File: config.mk
export PLATFORM = sky130hd
export DESIGN_NAME = div_hilo_unit
export DESIGN_NICKNAME = d
export VERILOG_FILES = /design/src/rtl/div_hilo_unit_pkg.sv /design/src/rtl/div_hilo_unit_step.sv /design/src/rtl/div_hilo_unit.sv
export SDC_FILE = /design/constraint.sdc
export NUM_CORES = 1
export LEC_CHECK = 0
export CORE_MARGIN = 3
export CORE_UTILIZATION = 50
export DETAILED_ROUTE_END_ITERATION = 7
export GPL_TIMING_DRIVEN = 0
export HOLD_SLACK_MARGIN = 0.15
export PLACE_DENSITY = 0.8
export SKIP_LAST_GASP = 1
export SLEW_MARGIN = 10
export SYNTH_ARGS = -nofsm -noshare
export SYNTH_HDL_FRONTEND = slang
export SYNTH_HIERARCHICAL = 1
export SYNTH_SLANG_ARGS = --single-unit
File: constraint.sdc
create_clock -name clk -period 6.6 [get_ports clk]
set_clock_uncertainty 0.1 [all_clocks]
set_input_delay 0.66 -clock clk [delete_from_list [all_inputs] [get_ports clk]]
set_output_delay 0.66 -clock clk [all_outputs]
set_load 0.03 [all_outputs]
File: src/rtl/div_hilo_unit_pkg.sv
`default_nettype none
// ============================================================================
//  Module   : div_hilo_unit_pkg
//  Purpose  : Shared width and FSM state encodings for the HI/LO divider.
//  Contents : DIV_WIDTH       - default operand/result width
//             div_state_t     - 2-bit divider control state
//  Revision : 1.0 - initial release
// ============================================================================
package div_hilo_unit_pkg;

    localparam int DIV_WIDTH = 32;

    typedef enum logic [1:0] {
        DIV_IDLE  = 2'd0,
        DIV_RUN   = 2'd1,
        DIV_DZERO = 2'd2,
        DIV_DONE  = 2'd3
    } div_state_t;

endpackage : div_hilo_unit_pkg
`default_nettype wire

File: src/rtl/div_hilo_unit_step.sv
`default_nettype none
// ============================================================================
//  Module   : div_hilo_unit_step
//  Purpose  : One combinational restoring-division step. Shifts {rem,quo}
//             left by one (next dividend bit enters rem from quo's MSB),
//             subtracts the divisor when it fits and shifts the resulting
//             quotient bit into quo's LSB.
//  Ports    : rem       in  WIDTH  partial remainder
//             quo       in  WIDTH  remaining dividend bits / quotient bits
//             divisor   in  WIDTH  divisor magnitude
//             rem_next  out WIDTH  partial remainder after this step
//             quo_next  out WIDTH  shifted quotient register after this step
//  Revision : 1.0 - initial release
// ============================================================================
module div_hilo_unit_step #(
    parameter int WIDTH = 32
) (
    input  logic [WIDTH-1:0] rem,
    input  logic [WIDTH-1:0] quo,
    input  logic [WIDTH-1:0] divisor,
    output logic [WIDTH-1:0] rem_next,
    output logic [WIDTH-1:0] quo_next
);

    logic [WIDTH:0] w_shift;
    logic [WIDTH:0] w_diff;
    logic           w_ge;

    // rem < divisor always holds, so w_shift < 2*divisor and the difference
    // lies in (-2^WIDTH, 2^WIDTH): bit WIDTH of the difference is its sign.
    assign w_shift  = {rem, quo[WIDTH-1]};
    assign w_diff   = w_shift - {1'b0, divisor};
    assign w_ge     = ~w_diff[WIDTH];

    assign rem_next = w_ge ? w_diff[WIDTH-1:0] : w_shift[WIDTH-1:0];
    assign quo_next = {quo[WIDTH-2:0], w_ge};

endmodule : div_hilo_unit_step
`default_nettype wire

File: src/rtl/div_hilo_unit.sv
`default_nettype none
// ============================================================================
//  Module   : div_hilo_unit
//  Purpose  : Iterative signed/unsigned divider producing HI/LO write data
//             for DIV/DIVU in the EX stage. Holds the pipeline via stall_req
//             while running and pulses done for one cycle with the result.
//  Ports    : clk         in  1      rising-edge clock
//             rst         in  1      synchronous active-high reset
//             start       in  1      begin a division (sampled in IDLE only)
//             signed_div  in  1      1 = DIV, 0 = DIVU
//             flush       in  1      abort current operation
//             dividend    in  WIDTH  rs operand
//             divisor     in  WIDTH  rt operand
//             stall_req   out 1      pipeline hold while division in progress
//             done        out 1      one-cycle result-valid pulse
//             quotient    out WIDTH  LO write data
//             remainder   out WIDTH  HI write data
//  Revision : 1.0 - initial release
// ============================================================================
module div_hilo_unit
    import div_hilo_unit_pkg::*;
#(
    parameter int WIDTH = DIV_WIDTH
) (
    input  logic             clk,
    input  logic             rst,
    input  logic             start,
    input  logic             signed_div,
    input  logic             flush,
    input  logic [WIDTH-1:0] dividend,
    input  logic [WIDTH-1:0] divisor,
    output logic             stall_req,
    output logic             done,
    output logic [WIDTH-1:0] quotient,
    output logic [WIDTH-1:0] remainder
);

    localparam int                 c_CNT_W    = (WIDTH > 1) ? $clog2(WIDTH) : 1;
    localparam logic [c_CNT_W-1:0] c_CNT_LAST = c_CNT_W'(WIDTH - 1);
    localparam logic [c_CNT_W-1:0] c_CNT_ONE  = c_CNT_W'(1);

    div_state_t         r_state;
    div_state_t         w_state_next;
    logic [c_CNT_W-1:0] r_cnt;
    logic [WIDTH-1:0]   r_rem;
    logic [WIDTH-1:0]   r_quo;
    logic [WIDTH-1:0]   r_dvs;
    logic               r_neg_q;
    logic               r_neg_r;
    logic [WIDTH-1:0]   r_quotient;
    logic [WIDTH-1:0]   r_remainder;

    logic               w_load;
    logic               w_step;
    logic               w_finish_run;
    logic               w_finish_zero;
    logic [WIDTH-1:0]   w_rem_next;
    logic [WIDTH-1:0]   w_quo_next;
    logic [WIDTH-1:0]   w_dividend_mag;
    logic [WIDTH-1:0]   w_divisor_mag;

    // Operand magnitudes; -(-2^(WIDTH-1)) wraps to 2^(WIDTH-1), which is the
    // correct unsigned magnitude and yields the no-trap overflow result.
    assign w_dividend_mag = (signed_div && dividend[WIDTH-1]) ? -dividend : dividend;
    assign w_divisor_mag  = (signed_div && divisor[WIDTH-1])  ? -divisor  : divisor;

    div_hilo_unit_step #(
        .WIDTH    (WIDTH)
    ) u_step (
        .rem      (r_rem),
        .quo      (r_quo),
        .divisor  (r_dvs),
        .rem_next (w_rem_next),
        .quo_next (w_quo_next)
    );

    // ------------------------------------------------------------------
    // Control FSM: state register
    // ------------------------------------------------------------------
    always_ff @(posedge clk) begin
        if (rst) begin
            r_state <= DIV_IDLE;
        end else begin
            r_state <= w_state_next;
        end
    end

    // ------------------------------------------------------------------
    // Control FSM: next state and outputs. Flush overrides every state and
    // suppresses stall_req/done in the same cycle.
    // ------------------------------------------------------------------
    always_comb begin
        w_state_next  = r_state;
        stall_req     = 1'b0;
        done          = 1'b0;
        w_load        = 1'b0;
        w_step        = 1'b0;
        w_finish_run  = 1'b0;
        w_finish_zero = 1'b0;
        if (flush) begin
            w_state_next = DIV_IDLE;
        end else begin
            case (r_state)
                DIV_IDLE: begin
                    if (start) begin
                        stall_req    = 1'b1;
                        w_load       = 1'b1;
                        w_state_next = (divisor == '0) ? DIV_DZERO : DIV_RUN;
                    end
                end
                DIV_DZERO: begin
                    stall_req     = 1'b1;
                    w_finish_zero = 1'b1;
                    w_state_next  = DIV_DONE;
                end
                DIV_RUN: begin
                    stall_req = 1'b1;
                    w_step    = 1'b1;
                    if (r_cnt == c_CNT_LAST) begin
                        w_finish_run = 1'b1;
                        w_state_next = DIV_DONE;
                    end
                end
                DIV_DONE: begin
                    done         = 1'b1;
                    w_state_next = DIV_IDLE;
                end
                default: begin
                    w_state_next = DIV_IDLE;
                end
            endcase
        end
    end

    // ------------------------------------------------------------------
    // Datapath: operand capture, iteration and sign fix-up. The result is
    // registered on the edge entering DONE so it is stable while done=1.
    // ------------------------------------------------------------------
    always_ff @(posedge clk) begin
        if (rst) begin
            r_cnt       <= '0;
            r_rem       <= '0;
            r_quo       <= '0;
            r_dvs       <= '0;
            r_neg_q     <= 1'b0;
            r_neg_r     <= 1'b0;
            r_quotient  <= '0;
            r_remainder <= '0;
        end else begin
            if (w_load) begin
                r_cnt   <= '0;
                r_rem   <= '0;
                r_quo   <= w_dividend_mag;
                r_dvs   <= w_divisor_mag;
                r_neg_q <= signed_div & (dividend[WIDTH-1] ^ divisor[WIDTH-1]);
                r_neg_r <= signed_div & dividend[WIDTH-1];
            end else if (w_step) begin
                r_cnt <= r_cnt + c_CNT_ONE;
                r_rem <= w_rem_next;
                r_quo <= w_quo_next;
            end

            if (w_finish_run) begin
                r_quotient  <= r_neg_q ? -w_quo_next : w_quo_next;
                r_remainder <= r_neg_r ? -w_rem_next : w_rem_next;
            end else if (w_finish_zero) begin
                r_quotient  <= '0;
                r_remainder <= '0;
            end
        end
    end

    assign quotient  = r_quotient;
    assign remainder = r_remainder;

endmodule : div_hilo_unit
`default_nettype wire

==> flow_summary_export.csv, run 1 <==
group,metric,value,unit
pwr,clkPwrFrac,33.6,%
clocking,cts_tree,"built",
pwr,combPwrFrac,30.9,%
sta,report.final.slew_viol_count,0,
clocking,cts_root_buf,"clkbuf_16",
floorplanning,fp-row-count,55,
logic_synthesis,synthesis.nets,1585,
sta,max_freq,167,MHz
sta,grt_setup_unrepaired,"false",
sta,setup_viol,0,
pwr,p_sw_share,34.6,%
layout,final_layout_size_suffix_gt1_share,7.76,%
placed_design,place_congestion,0.948,
global_route,grt_first_pass_wirelength,56.9,mm
detailed_routing,dr.pass1.iters,5,
detailed_routing,vias,11800,
global_route,grt_pass1_vias,10700,
logic_synthesis,netlist_instances,1471,
floorplanning,ios,135,
placed_design,io_buffers,133,
clocking,numCtsBuffers,17,
clocking,postCtsHoldBufs,0,
logic_synthesis,ys_warn_count,6,
floorplanning,dieArea,25100,sq um
worst_hold_path,hold_class,"reg -> reg",
logic_synthesis,synth_top_cells_by_count,"nand2_1, dfxtp_1, a21oi_1",
logic_synthesis,synth_edf_count,0,
sta,worst_slew_pin_slew,1100,ps
floorplanning,initial_core_util,51.1,%
global_route,antenna_found_initial,0,
worst_setup_path,crit_path_top_delay_cell,"nor4_1",
clocking,cts_max_level,4,
detailed_routing,wl_met2,15.7,mm
run,max-cap-violations,0,
pwr,p_switching,1.05,mW
sta,min_period,5990,ps
floorplanning,die_h,158,um
floorplanning,fp.dieW,158,um
layout,antenna_cells,0,
logic_synthesis,async_flop_share,0,%
worst_setup_path,cp_max_fo,10,
detailed_routing,antenna_left,0,
detailed_routing,avgRoutedWirePerCell,19.1,um
clocking,clkLatencyLatePin,450,ps
logic_synthesis,yosysMostFrequentCell,"nand2_1",
pwr,power_density,218,nW/um^2
worst_setup_path,cp.required,6820,ps
detailed_routing,drc,0,
pwr,p_leak,5.12,nW
worst_setup_path,cp-end-kind,"flop",
clocking,path_clk_slew,80,ps
pwr,ir_worst_vdd,0.000116,V
logic_synthesis,yosys.area.top_type,"dfxtp_1",
logic_synthesis,yosysSeqAreaShare,29.2,%
logic_synthesis,syn-cell-area,11600,sq um
worst_setup_path,crit_top_cell,"buf_12",
detailed_routing,met3_length,3.44,mm
worst_setup_path,cp_num_buf_inv,4,
worst_setup_path,crit_type,"reg -> reg",
worst_setup_path,crit_chain,"inv_1 -> ha_1 -> fa_1 -> and2b_1 -> o2111ai_2 -> a21oi_2 -> o2111ai_1 -> a211oi_2 -> nor2_4 -> mux2i_4 -> and2_4 -> buf_12 -> inv_8 -> buf_12 -> mux2_4 -> nor4_1 -> nand4b_1 -> o31ai_1 -> xor2_1 -> o21ai_0",
layout,synthToLayoutAreaGrowth,19.6,%
layout,postLayoutCoreUtil,61.1,%
logic_synthesis,ys_ff_latch,169,
outcome,status,"completed",
sta,tns,0,ps
logic_synthesis,synth_cell_type_count,88,
detailed_routing,wl,36.7,mm
floorplanning,fp.coreArea,22700,sq um
detailed_routing,wirelength_met1,16.4,mm
logic_synthesis,synth_flop_cell,"dfxtp_1",
layout,fin_nets,1737,
sta,hold_violations,0,
detailed_routing,vias_per_cell,6.12,
global_route,overflow,0,
global_route,grt_max_degree,17,
worst_setup_path,critPathTopFamily,"simple AND/OR/NAND/NOR gates",
logic_synthesis,synth.area.top_cells,"dfxtp_1, nand2_1, xor2_1",
clocking,clock-sinks,169,
pwr,p_seq_share,35.5,%
worst_setup_path,timing.critical_path.slowest_cell_delay,670,ps
logic_synthesis,syn_area_per_cell,7.88,sq um
clocking,cts_resized,0,
global_route,grt_usage,28.7,%
logic_synthesis,synth_top_area_share,29.2,%
worst_setup_path,crit_path_start_kind,"flop",
sta,relSlewSlack,26.3,%
placed_design,dp_hpwl,28.6,mm
clocking,cts_buffer_depth,2,
clocking,cts_setup_buffers,0,
detailed_routing,top_layer,"met4",
pwr,p_int,1.98,mW
sta,timing.final.crit_share,90.7,%
worst_setup_path,crit_arrival,6200,ps
detailed_routing,drtIter0Drc,1347,
==> routing by layer <==
layer  vias up  GRT usage, %
li1       5594             -
met1      5471          41.3
met2       611          43.6
met3        80          4.48
met4         0          10.3
met5         -             0
==> sequential cells by signal, summed over array words and instances, names as in the netlist <==
name / cells
quotient: 32
r_dvs: 32
r_quo: 32
r_rem: 32
remainder: 32
r_cnt: 5
r_state: 2
r_neg_q: 1
r_neg_r: 1
==> cell families (layout without fill, tap and decap cells) <==
family | count (synthesis) | after routing | share of synthesized area (%)
AOI/OAI and AO/OA | 404 | 404 | 22.5
xor gates and xnor gates | 124 | 124 | 9.37
adders and majority gates | 45 | 45 | 4.92
buffers and inverters | 166 | 331 | 7.24
DFF | 169 | 169 | 29.2
muxes | 48 | 48 | 5.11
and+or+nand+nor | 515 | 515 | 21.7
==> final timing paths <==
kind	from	end	slack, ps	depth (start not counted)
worst min-delay path	remainder[10]	remainder[10]	350	2
worst max-delay path	r_quo[31]	remainder[30]	610	20
worst min register to register	remainder[10]	remainder[10]	350	2
worst max register to register	r_quo[31]	remainder[30]	610	20
==> cell usage in the layout, fill, tap and decap left out, types with 13 or more instances in the layout <==
| cell type | count |
|---|---|
| a22oi_1 | 15 |
| nand3_1 | 32 |
| xor2_1 | 87 |
| o21ai_0 | 93 |
| and3_1 | 13 |
| nand2b_1 | 16 |
| buf_4 | 35 |
| or3_1 | 16 |
| nand2_1 | 207 |
| clkbuf_16 | 17 |
| a211oi_1 | 20 |
| nor4_1 | 26 |
| o22ai_1 | 17 |
| inv_1 | 52 |
| dfxtp_1 | 169 |
| ha_1 | 44 |
| nand4_1 | 21 |
| nor3_1 | 27 |
| clkdlybuf4s50_1 | 133 |
| mux2i_1 | 24 |
| a21oi_1 | 110 |
| o41ai_1 | 19 |
| nor2_1 | 98 |
| mux2_4 | 19 |
| clkbuf_1 | 66 |
| a21o_1 | 17 |
| o31ai_1 | 28 |
| xnor2_1 | 37 |
==> power by group through the flow <==
stage	Clock [mW]	Sequential (mW)	Combinational, mW
6_report	1.02	1.07	0.937
3_3_place_gp	0	1.10	0.880
2_1_floorplan	0	1.09	0.649
4_1_cts	1.01	1.07	0.909
3_5_place_dp	0	1.10	0.898
5_1_grt	1.06	1.08	1.00
==> final cells by class <==
| type | count | area, sq um |
|---|---|---|
| plain buffers | 113 | 633 |
| clock buffers | 19 | 443 |
| clock inverters | 13 | 141 |
| fillers | 2026 | 8840 |
| inverters | 53 | 206 |
| multi-input cells | 1136 | 7370 |
| flip-flops and latches | 169 | 3380 |
| well taps | 285 | 357 |
| repair buffers | 133 | 1330 |
==> tightest hold or removal path: cells and delay by family (launching register included) <==
kind             cells  cell delay [ps]
flip-flops           1              330
AO/OA/AOI/OAI        1               50
AND/OR/NAND/NOR      1               40
==> through the flow <==
step	power [mW]	instances	area [sq um]	hold slack (ps)	setup slack [ps]
after floorplan	1.74	1471	11600	325	1900
after global placement	1.98	1889	13300	336	1020
after detailed placement	1.99	1889	13300	343	890
after CTS	3.00	1921	13900	358	775
after global routing	3.14	1921	13900	381	338
final	3.03	1921	13900	351	615
Note: power is estimated with default switching activity, not from simulation.
==> inputs of run 2 (changes only) <==
--- a/config.mk
+++ b/config.mk
@@ -7,9 +7,11 @@
 export LEC_CHECK = 0
 export CORE_MARGIN = 3
 export CORE_UTILIZATION = 50
+export CTS_CLUSTER_DIAMETER = 30
 export DETAILED_ROUTE_END_ITERATION = 7
 export GPL_TIMING_DRIVEN = 0
 export HOLD_SLACK_MARGIN = 0.15
+export MAX_ROUTING_LAYER = met4
 export PLACE_DENSITY = 0.8
 export SKIP_LAST_GASP = 1
 export SLEW_MARGIN = 10
==> run 2 against run 1 <==
Final cell count decreased by 0.10%. Total power decreased by 0.62%. Register-to-register slack worse by 30 ps. Final area is essentially flat. Global-route usage grew 0.84 points. Via count grew 0.20%. Sequential cell count unchanged. Die area did not move. Maximum frequency shrank 0.58%. Critical path depth is the same. Critical endpoint unchanged.
==> flow_summary_export.csv, run 2 (synthesis gave the netlist of run 1 again) <==
group,metric,value,unit
worst_setup_path,critPathTopFamily,"simple AND/OR/NAND/NOR gates",
clocking,cts_buffer_depth,2,
sta,report.final.slew_viol_count,0,
pwr,p_sw_share,34.0,%
sta,hold_violations,0,
sta,max_freq,166,MHz
sta,relSlewSlack,27.5,%
floorplanning,dieArea,25100,sq um
worst_setup_path,rr_startpoint,"r_quo[31]",
worst_setup_path,rr_endpoint,"remainder[30]",
layout,fin_area,13900,sq um
sta,fin_hold_ws,355,ps
worst_setup_path,crit_path_start_kind,"flop",
pwr,power_density,217,nW/um^2
clocking,clock-sinks,169,
clocking,clkLatencyLatePin,440,ps
worst_setup_path,timing.critical_path.slowest_cell_delay,680,ps
global_route,grt_pass1_vias,10800,
global_route,grt_first_pass_wirelength,57.0,mm
detailed_routing,vias,11800,
worst_setup_path,crit_type,"reg -> reg",
sta,grt_setup_unrepaired,"false",
pwr,p_leak,5.12,nW
worst_hold_path,hold_class,"reg -> reg",
layout,final_cell_mix,"nand2_1, dfxtp_1, clkdlybuf4s50_1",
worst_setup_path,crit_path_top_delay_cell,"nor4_1",
detailed_routing,vias_per_cell,6.14,
worst_hold_path,min_to,"remainder[8]",
sta,setup_viol,0,
worst_setup_path,crit_chain,"inv_1 -> ha_1 -> fa_1 -> and2b_1 -> o2111ai_2 -> a21oi_2 -> o2111ai_1 -> a211oi_2 -> nor2_4 -> mux2i_4 -> and2_4 -> buf_12 -> inv_8 -> buf_12 -> mux2_4 -> nor4_1 -> nand4b_1 -> o31ai_1 -> xor2_1 -> o21ai_0",
global_route,overflow,0,
pwr,p_switching,1.02,mW
layout,postLayoutCoreUtil,61.0,%
placed_design,placed_cells,1889,
worst_setup_path,crit_top_cell,"buf_12",
pwr,p_int,1.99,mW
detailed_routing,antenna_left,0,
sta,min_period,6020,ps
placed_design,dp_hpwl,28.4,mm
clocking,cts_max_level,4,
clocking,cts_tree,"built",
clocking,postCtsHoldBufs,0,
layout,nFillCells,2019,
pwr,p_seq_share,35.6,%
detailed_routing,drc,0,
floorplanning,initial_core_util,51.1,%
detailed_routing,wl,36.6,mm
pwr,ir_worst_vdd,0.000143,V
clocking,cts_resized,0,
worst_setup_path,rrSetupSlack,580,ps
floorplanning,fp.dieW,158,um
floorplanning,fp.coreArea,22700,sq um
worst_setup_path,cp.required,6810,ps
global_route,grt_usage,29.5,%
clocking,cts_setup_buffers,0,
layout,final_common_cell,"nand2_1",
global_route,grt_max_degree,17,
layout,final_layout_size_suffix_gt1_share,7.59,%
outcome,status,"completed",
detailed_routing,drtIter0Drc,1154,
worst_hold_path,holdCritStartpoint,"remainder[8]",
pwr,clkPwrFrac,33.4,%
floorplanning,die_h,158,um
layout,antenna_cells,0,
worst_setup_path,cp_num_buf_inv,4,
pwr,combPwrFrac,31.0,%
placed_design,io_buffers,133,
placed_design,place_congestion,0.980,
sta,tns,0,ps
sta,worst_slew_pin_slew,1080,ps
worst_hold_path,holdPathStages,2,
worst_setup_path,cp_max_fo,10,
layout,instances_no_fill,1919,
detailed_routing,avgRoutedWirePerCell,19.1,um
clocking,path_clk_slew,80,ps
worst_setup_path,ff2ff_path_depth,20,
layout,fin_nets,1737,
floorplanning,ios,135,
placed_design,post_dp_cell_area,13300,sq um
run,max-cap-violations,0,
clocking,numCtsBuffers,17,
layout,synthToLayoutAreaGrowth,19.5,%
worst_setup_path,cp-end-kind,"flop",
detailed_routing,dr.pass1.iters,5,
global_route,antenna_found_initial,0,
floorplanning,fp-row-count,55,
sta,timing.final.crit_share,91.2,%
worst_setup_path,crit_arrival,6230,ps
clocking,cts_root_buf,"clkbuf_16",
-- run 2: stage by stage --
step                total power, mW  setup WS, ps
floorplan                      1.74          1900
global placement               1.98           892
detailed placement             2.00           853
CTS                            2.99           685
global route                   3.13           277
finish                         3.01           580
-- run 2: how the worst max path moves through the flow --
stage                     depth (start not counted)  slack (ps)             to  startpoint
after detailed placement                         20         850  remainder[30]   r_quo[31]
final                                            20         580  remainder[30]   r_quo[31]
after global routing                             20         280  remainder[30]   r_quo[31]
after CTS                                        20         690  remainder[30]   r_quo[31]
after floorplan                                  20        1900  remainder[24]   r_quo[31]
after global placement                           20         890  remainder[30]   r_quo[31]
-- run 2: power by group through the flow --
| stage | clock network (mW) | logic [mW] | registers (mW) |
|---|---|---|---|
| after floorplan | 0 | 0.649 | 1.09 |
| after global placement | 0 | 0.888 | 1.09 |
| after detailed placement | 0 | 0.901 | 1.09 |
| after CTS | 1.00 | 0.909 | 1.07 |
| after global routing | 1.05 | 1.01 | 1.08 |
| final | 1.01 | 0.933 | 1.07 |
-- run 2: area by class of cell --
| cell class | instances | area [sq um] | share of cell area (%) |
|---|---|---|---|
| plain buffers | 113 | 633 | 4.57 |
| clock buffers | 21 | 460 | 3.32 |
| clock inverters | 9 | 116 | 0.840 |
| inverters | 53 | 206 | 1.49 |
| multi-input cells | 1136 | 7370 | 53.2 |
| flip-flops and latches | 169 | 3380 | 24.4 |
| well taps | 285 | 357 | 2.57 |
| repair buffers | 133 | 1330 | 9.60 |
-- run 2: worst min-delay path: cells and delay by family (launching register included) --
family / cells / cell delay (ps)
AOI/OAI and AO/OA: 1 / 60
DFF: 1 / 320
and+or+nand+nor: 1 / 40
-- run 2: routing by layer --
| metal | share of wire (%) | track usage [%] | vias to the layer above |
|---|---|---|---|
| met5 | 0 | - | - |
| met4 | 3.2 | 9.63 | 0 |
| met3 | 9.6 | 5.71 | 92 |
| met2 | 43 | 43.4 | 615 |
| met1 | 44 | 40.9 | 5496 |
| li1 | - | - | 5576 |
==> inputs of run 3 (changes only) <==
--- a/config.mk
+++ b/config.mk
@@ -5,10 +5,12 @@
 export SDC_FILE = /design/constraint.sdc
 export NUM_CORES = 1
 export LEC_CHECK = 0
-export CORE_MARGIN = 3
+export CAP_MARGIN = 10
+export CORE_MARGIN = 4
 export CORE_UTILIZATION = 50
 export CTS_CLUSTER_DIAMETER = 30
 export DETAILED_ROUTE_END_ITERATION = 7
+export GPL_ROUTABILITY_DRIVEN = 0
 export GPL_TIMING_DRIVEN = 0
 export HOLD_SLACK_MARGIN = 0.15
 export MAX_ROUTING_LAYER = met4
==> run 3 against run 2 <==
Maximum frequency up 4.0%. Sequential cell count unchanged. Utilization up 0.12 points. Setup slack better by 230 ps. Register-to-register slack better by 230 ps. Die area up 2.5%. Non-clock buffer count unchanged. Routed wire length down 1.3%. Clock-buffer cell count unchanged. First-iteration DRC count down 2.1%. Final area up 0.20%. Sequential power about the same. Critical path type unchanged. Largest cell class unchanged. Highest routed layer unchanged.
==> flow_summary_export.csv, run 3 (synthesis gave the netlist of run 1 again) <==
group,metric,value,unit
outcome,status,"completed",
worst_setup_path,critPathCapture,"remainder[10]",
clocking,clock-sinks,169,
worst_setup_path,rr_startpoint,"r_quo[31]",
clocking,cts_resized,0,
clocking,cts_max_level,4,
sta,max_freq,173,MHz
layout,final_layout_size_suffix_gt1_share,7.70,%
clocking,cts_buffer_depth,2,
clocking,clkLatencyLatePin,430,ps
detailed_routing,vias,11700,
detailed_routing,drc,0,
layout,synthToLayoutAreaGrowth,19.8,%
sta,fin_hold_ws,349,ps
clocking,path_clk_slew,70,ps
sta,min_period,5790,ps
worst_setup_path,cp-end-kind,"flop",
sta,hold_violations,0,
floorplanning,initial_core_util,51.1,%
sta,timing.final.crit_share,87.7,%
global_route,antenna_found_initial,0,
layout,antenna_cells,0,
worst_hold_path,hold_class,"reg -> reg",
sta,setup_viol,0,
worst_setup_path,ff2ff_path_depth,20,
layout,fin_nets,1737,
layout,postLayoutCoreUtil,61.2,%
layout,final_common_cell,"nand2_1",
detailed_routing,wl,36.1,mm
sta,report.final.slew_viol_count,0,
clocking,cts_root_buf,"clkbuf_16",
pwr,ir_worst_vdd,0.000148,V
floorplanning,ios,135,
floorplanning,fp.coreArea,22700,sq um
global_route,grt_max_degree,17,
global_route,overflow,0,
pwr,power_density,219,nW/um^2
floorplanning,die_h,160,um
floorplanning,fp.dieW,160,um
global_route,grt_most_used_layer,"met2",
placed_design,dp_hpwl,27.7,mm
worst_setup_path,rr_endpoint,"remainder[10]",
clocking,postCtsHoldBufs,0,
detailed_routing,dr.pass1.iters,5,
global_route,grt_first_pass_wirelength,56.6,mm
global_route,grtUsageMet2,41.4,%
detailed_routing,drtIter0Drc,1130,
worst_setup_path,crit_start,"r_quo[31]",
worst_setup_path,rrSetupSlack,810,ps
clocking,numCtsBuffers,17,
worst_setup_path,cp.required,6810,ps
placed_design,io_buffers,133,
detailed_routing,vias_per_cell,6.10,
clocking,cts_setup_buffers,0,
layout,final_cell_mix,"nand2_1, dfxtp_1, clkdlybuf4s50_1",
clocking,cts_tree,"built",
global_route,met1_usage,37.3,%
pwr,power.total,3.04,mW
pwr,p_leak,5.14,nW
detailed_routing,antenna_left,0,
global_route,met3_usage,5.80,%
worst_setup_path,crit_path_start_kind,"flop",
floorplanning,fp-row-count,55,
detailed_routing,avgRoutedWirePerCell,18.8,um
global_route,grt_pass1_vias,10700,
worst_setup_path,cp_max_fo,10,
floorplanning,dieArea,25700,sq um
global_route,grt_usage,27.7,%
sta,tns,0,ps
sta,worst_slew_pin_slew,1050,ps
worst_setup_path,crit_arrival,6000,ps
worst_setup_path,crit_type,"reg -> reg",
sta,relSlewSlack,29.6,%
run,max-cap-violations,0,
sta,grt_setup_unrepaired,"false",
run 3: metrics by stage:
| step | instances | setup WS, ps | cell area [sq um] |
|---|---|---|---|
| after global routing | 1921 | 478 | 13900 |
| after floorplan | 1471 | 1900 | 11600 |
| final | 1921 | 810 | 13900 |
| after global placement | 1889 | 1000 | 13300 |
| after detailed placement | 1889 | 959 | 13300 |
| after CTS | 1921 | 963 | 13900 |
run 3: area by class of cell:
| class | count | area [sq um] |
|---|---|---|
| Clock inverter | 11 | 144 |
| Inverter | 53 | 206 |
| Clock buffer | 21 | 460 |
| Fill cell | 1966 | 8820 |
| Sequential cell | 169 | 3380 |
| Multi-Input combinational cell | 1136 | 7370 |
| Timing Repair Buffer | 133 | 1330 |
| Buffer | 113 | 633 |
| Tap cell | 285 | 357 |
run 3: worst min-delay path by stage:
stage,startpoint,cells past startpoint,slack [ps],to
2_1_floorplan,r_dvs[11],2,330,r_dvs[11]
3_3_place_gp,quotient[15],2,340,quotient[15]
3_5_place_dp,quotient[23],2,340,quotient[23]
4_1_cts,quotient[23],2,360,quotient[23]
5_1_grt,remainder[8],2,370,remainder[8]
6_report,remainder[8],2,350,remainder[8]
run 3: routing by layer:
metal  vias to the layer above  share of wire [%]
met2                       601                 43
li1                       5578                  -
met3                        78                 10
met4                         0                3.0
met1                      5464                 43
met5                         -                  0
run 3: where the power goes:
part           leakage (nW)  internal, mW  switching [mW]  total (mW)
logic                  3.47         0.359           0.570       0.930
registers              1.37          1.05          0.0198        1.07
clock network         0.297         0.616           0.426        1.04
run 3: worst max-delay path, cell delays in order, from the launching register on:
cell and delay [ps]:
dfxtp_1 420, inv_1 70, ha_1 220, fa_1 410
and2b_1 250, o2111ai_2 150, a21oi_2 240, o2111ai_1 220
a211oi_2 330, nor2_4 100, mux2i_4 420, and2_4 250
buf_12 140, o21ai_0 260, inv_1 160, ha_1 160
nor3b_1 850, a21boi_0 410, a21oi_1 250, xor2_1 160
o21ai_0 90
